`src/rtl/irq_pkg.sv`:
```
// Shared parameters, FSM state type and clear-vector helper for the interrupt pending controller.
package irq_pkg;
  localparam int N_LINES = 8;
  localparam int ID_W    = 3;

  typedef enum logic [0:0] {
    IDLE  = 1'b0,
    OFFER = 1'b1
  } state_t;

  function automatic logic [N_LINES-1:0] onehot_from_idx(input logic [ID_W-1:0] idx);
    logic [N_LINES-1:0] v;
    v = '0;
    v[idx] = 1'b1;
    return v;
  endfunction
endpackage

```
`src/rtl/irq_pending_ctrl_prio_enc8.sv`:
```
// 8:3 fixed priority encoder, bit 7 highest; purely combinational.
// All-zero input yields id 0 with any deasserted.
module prio_enc8
  import irq_pkg::*;
(
  input  logic [N_LINES-1:0] vec,
  output logic [ID_W-1:0]    id,
  output logic               any
);

  always_comb begin
    id = '0;
    // Ascending scan so the highest set bit is the last one written.
    for (int i = 0; i < N_LINES; i++) begin
      if (vec[i]) id = ID_W'(i);
    end
  end

  assign any = |vec;

endmodule

```
`src/rtl/irq_pending_ctrl.sv`:
```
// Captures rising request edges as pending bits and offers the highest unmasked one as an ID.
// Offer appears one edge after the pending bit sets; the offer holds stable until irq_ready.
module irq_pending_ctrl
  import irq_pkg::*;
(
  input  logic               clk,
  input  logic               rst,
  input  logic [N_LINES-1:0] req_in,
  input  logic [N_LINES-1:0] mask_in,
  input  logic               irq_ready,
  input  logic               ovf_clr,
  output logic               irq_valid,
  output logic [ID_W-1:0]    irq_id,
  output logic [N_LINES-1:0] pending,
  output logic [N_LINES-1:0] overflow
);

  state_t             state;
  logic [N_LINES-1:0] req_q;
  logic [N_LINES-1:0] rise;
  logic [N_LINES-1:0] clr;
  logic [ID_W-1:0]    enc_id;
  logic               enc_any;
  logic               accept;

  // Loading req_q during reset suppresses events from lines already high at release.
  always_ff @(posedge clk) begin
    req_q <= req_in;
  end

  assign rise   = req_in & ~req_q;
  assign accept = (state == OFFER) && irq_ready;
  assign clr    = accept ? onehot_from_idx(irq_id) : '0;

  prio_enc8 u_enc (
    .vec (pending & mask_in),
    .id  (enc_id),
    .any (enc_any)
  );

  always_ff @(posedge clk) begin
    if (rst) begin
      pending  <= '0;
      overflow <= '0;
    end else begin
      pending  <= (pending & ~clr) | rise;
      overflow <= (ovf_clr ? '0 : overflow) | (rise & pending & ~clr);
    end
  end

  always_ff @(posedge clk) begin
    if (rst) begin
      state  <= IDLE;
      irq_id <= '0;
    end else begin
      case (state)
        IDLE: begin
          if (enc_any) begin
            irq_id <= enc_id;
            state  <= OFFER;
          end
        end
        OFFER: begin
          if (irq_ready) state <= IDLE;
        end
        default: state <= IDLE;
      endcase
    end
  end

  assign irq_valid = (state == OFFER);

endmodule

```
`config.mk`:
```
export PLATFORM = sky130hd
export DESIGN_NAME = irq_pending_ctrl
export DESIGN_NICKNAME = d
export VERILOG_FILES = /design/src/rtl/irq_pkg.sv /design/src/rtl/irq_pending_ctrl_prio_enc8.sv /design/src/rtl/irq_pending_ctrl.sv
export SDC_FILE = /design/constraint.sdc
export NUM_CORES = 1
export LEC_CHECK = 0
export ABC_AREA = 0
export BUFFER_PORTS_ARGS = -buffer_cell sky130_fd_sc_hd__buf_2
export CORE_UTILIZATION = 50
export DETAILED_ROUTE_END_ITERATION = 10
export GPL_TIMING_DRIVEN = 1
export PLACE_DENSITY = 0.85
export RECOVER_POWER = 100
export SETUP_SLACK_MARGIN = 0.15
export SYNTH_ARGS = -nofsm -noshare
export SYNTH_HDL_FRONTEND = slang
export SYNTH_SLANG_ARGS = --single-unit
```
`constraint.sdc`:
```
create_clock -name clk -period 2.4 [get_ports clk]
set_input_delay 0.36 -clock clk [delete_from_list [all_inputs] [get_ports clk]]
set_output_delay 0.36 -clock clk [all_outputs]
set_load 0.02 [all_outputs]
```
==> metrics.md <==
| Metric | Value |
|---|---|
| CP startpoint kind | `flop` |
| GR Layer Usage met1 | `26.8%` |
| Core area | `0.00198 mm2` |
| Num CTS Buffers | `3` |
| Number of vias per cell | `5.37` |
| Iter 0 DRT Violations | `22` |
| Register area share after synthesis | `52.8%` |
| Drt total wl | `2290 um` |
| Starting Density | `53.6%` |
| Count leader, synth | `dfxtp_1` |
| First-pass GRT wire length | `3440 um` |
| Worst path bufs/invs | `0` |
| Slew margin rel. | `71.2%` |
| Dpl hpwl | `1730 um` |
| Period utilization | `60.8%` |
| RSZ-0062 raised after global routing | `false` |
| Die ar. | `0.00231 mm2` |
| Worst Path Arrival | `1.69 ns` |
| DRC | `0` |
| Commonest cells post-synth | `dfxtp_1, nand2b_1` |
| Cell depth of the worst flop-to-flop path | `4` |
| EDFF count, synth | `0` |
| Final core occ | `63.1%` |
| CTS tree | `yes` |
| Gr busiest metal | `met2` |
| FFs w/ async S/R, synth | `0%` |
| Slowest CP cell | `dfxtp_1` |
| P_leak | `0.468 nW` |
| Ys Warns | `0` |
| Worst skew pair latency | `0.32 ns` |
| Power Dens Cells | `689 mW/mm2` |
| Cell family with most CP delay | `compound AO/OA/AOI/OAI gates` |
| Syn_area_per_cell | `10.0 um2` |
| Cell variety after synth | `24` |
| Final Max Tran Viols | `0` |
| ANT nets after route | `0` |
| Syn Std Cell Area | `0.00106 mm2` |
| DR vias | `924` |
| Routed len/inst | `13.3 um` |
| Worst Setup End Kind | `flop` |
| GRT Total Usage | `22.2%` |
| CP required | `2.63 ns` |
| 1st-pass router iterations | `4` |
| Layout cells sized above 1 | `16.6%` |
| Predominant post-synthesis flop cell | `dfxtp_1` |
| Hold Path Class | `in2reg` |
| CTS H-tree lvls | `1` |
| Syn nets | `126` |
| Resize count post-CTS | `0` |
| Synth top area share | `52.8%` |
| Initial antenna violation count | `0` |
| IR drop worst, VDD | `0.000421 V` |
| Total Power | `862 uW` |
| Max_cap viols | `0` |
| Clock transition at path regs | `0.14 ns` |
| Crit-path max cell delay | `0.42 ns` |
| Area leader, netlist | `dfxtp_1` |
| Setup Buffers After CTS | `0` |
| CTS Root Cell | `clkbuf_4` |
| Mapped Cells | `106` |
| Die height | `48.1 um` |
| GR Overflow Total | `0` |
| Ant diodes | `0` |
| Met2 Use GR | `38.1%` |
| Site row count | `16` |
| Hold_sp | `req_in[5]` |
| Post-CTS Hold Buffers | `0` |
| Fin. Hold Viols | `0` |
| RR Endpoint | `irq_id[1]` |
| Clock Skew | `0.00402 ns` |
| Vias in the first global route | `818` |
| CP Cell Sequence | `a22oi_1 -> a41oi_1 -> nor2_1 -> a311oi_1` |
| Worst Hold End | `req_q[5]` |
| Reg2reg start | `pending[1]` |
| Finish-stage setup viols | `0` |
| Clock Sinks | `28` |
| Met3 GRT Util | `3.33%` |
| Ports | `40` |
| Final TNS setup | `0 ns` |
| Main area contributors after synthesis | `dfxtp_1, nand2b_1, nor2b_1` |
| FILL cells | `191` |
| RePlAce Congestion | `0.789` |
| Crit Path Category | `reg2reg` |
| CTS max path bufs | `2` |
| Largest net degree at the start of global routing | `21` |
| Seq cells post-synth | `28` |
| Least-Margin Pin Slew | `0.427 ns` |
| Min Tclk post-route | `1.46 ns` |
| Reg2Reg Setup Slack | `0.94 ns` |
| Max Clock Freq | `686 MHz` |
| Status | `finished, final reports clean` |
| Input/output buffers | `39` |
| Die W | `48.1 um` |
| Largest fanout on the critical path | `5` |
| Area delta synth->final | `17.8%` |
| Fin nets | `167` |
| Cells on Worst Hold Path | `1` |
[how the worst max path moves through the flow]
stage,cells after the start,slack (ns),from,to
after global routing,4,0.87,pending[1],irq_id[1]
after CTS,1,0.99,irq_valid,irq_valid
after global placement,5,1.11,mask_in[1],irq_id[2]
after floorplan,4,1.14,irq_valid,overflow[0]
after detailed placement,4,1.04,mask_in[1],irq_id[1]
final,4,0.94,pending[1],irq_id[1]
[registers in the layout (all words and copies together), names as in the netlist]
signal     flops
irq_valid      1
req_q          8
pending        8
irq_id         3
overflow       8
[kinds of logic after synthesis]
kind of cell / after synthesis / share of synthesized area (%)
compound gates: 37 / 26.5
simple gates: 30 / 16.8
flops: 28 / 52.8
buf+inv: 11 / 3.89
[worst reg2reg max path: stages (launching register included)]
cell and delay [ns]:
dfxtp_1 0.42, a22oi_1 0.13, a41oi_1 0.42, nor2_1 0.10, a311oi_1 0.30
[power breakdown]
group          total (mW)  switching (mW)  leakage (nW)  internal, mW
combinational       0.148          0.0904         0.222        0.0579
clock               0.187           0.128        0.0138        0.0589
sequential          0.526          0.0315         0.232         0.495
total               0.862           0.250         0.468         0.611
[stage by stage]
stage / instances / setup WS [ns] / area [um2] / hold slack (ns)
after floorplan: 106 / 1.14 / 1060 / 0.388
after global placement: 169 / 1.11 / 1280 / 0.477
after detailed placement: 169 / 1.04 / 1280 / 0.481
after CTS: 172 / 0.986 / 1300 / 0.133
after global routing: 172 / 0.870 / 1250 / 0.119
final: 172 / 0.942 / 1250 / 0.142
[placed cells by master (no fill, tap or decap), drive strengths merged, types with 4 or more instances in the layout]
cell type	instances
dfxtp	28
clkbuf	26
buf	16
nand2b	12
a21oi	9
inv	8
o22ai	8
nor2b	8
o21ai	6
nand2	4
a22oi	4
[cell type report]
cell class	count	area, um2	area share, %
Sequential cell	28	561	44.8
Multi-Input combinational cell	67	438	35.0
Timing Repair Buffer	39	166	13.3
Tap cell	27	33.8	2.70
Inverter	8	30.0	2.40
Clock buffer	3	22.5	1.80
[metal layers]
layer / share of wire (%) / wire, um
met3: 3.8 / 86
met4: 2.0 / 46
met5: 0 / 0
met1: 45 / 1030
met2: 49 / 1130
Note: power is estimated with default switching activity, not from simulation.
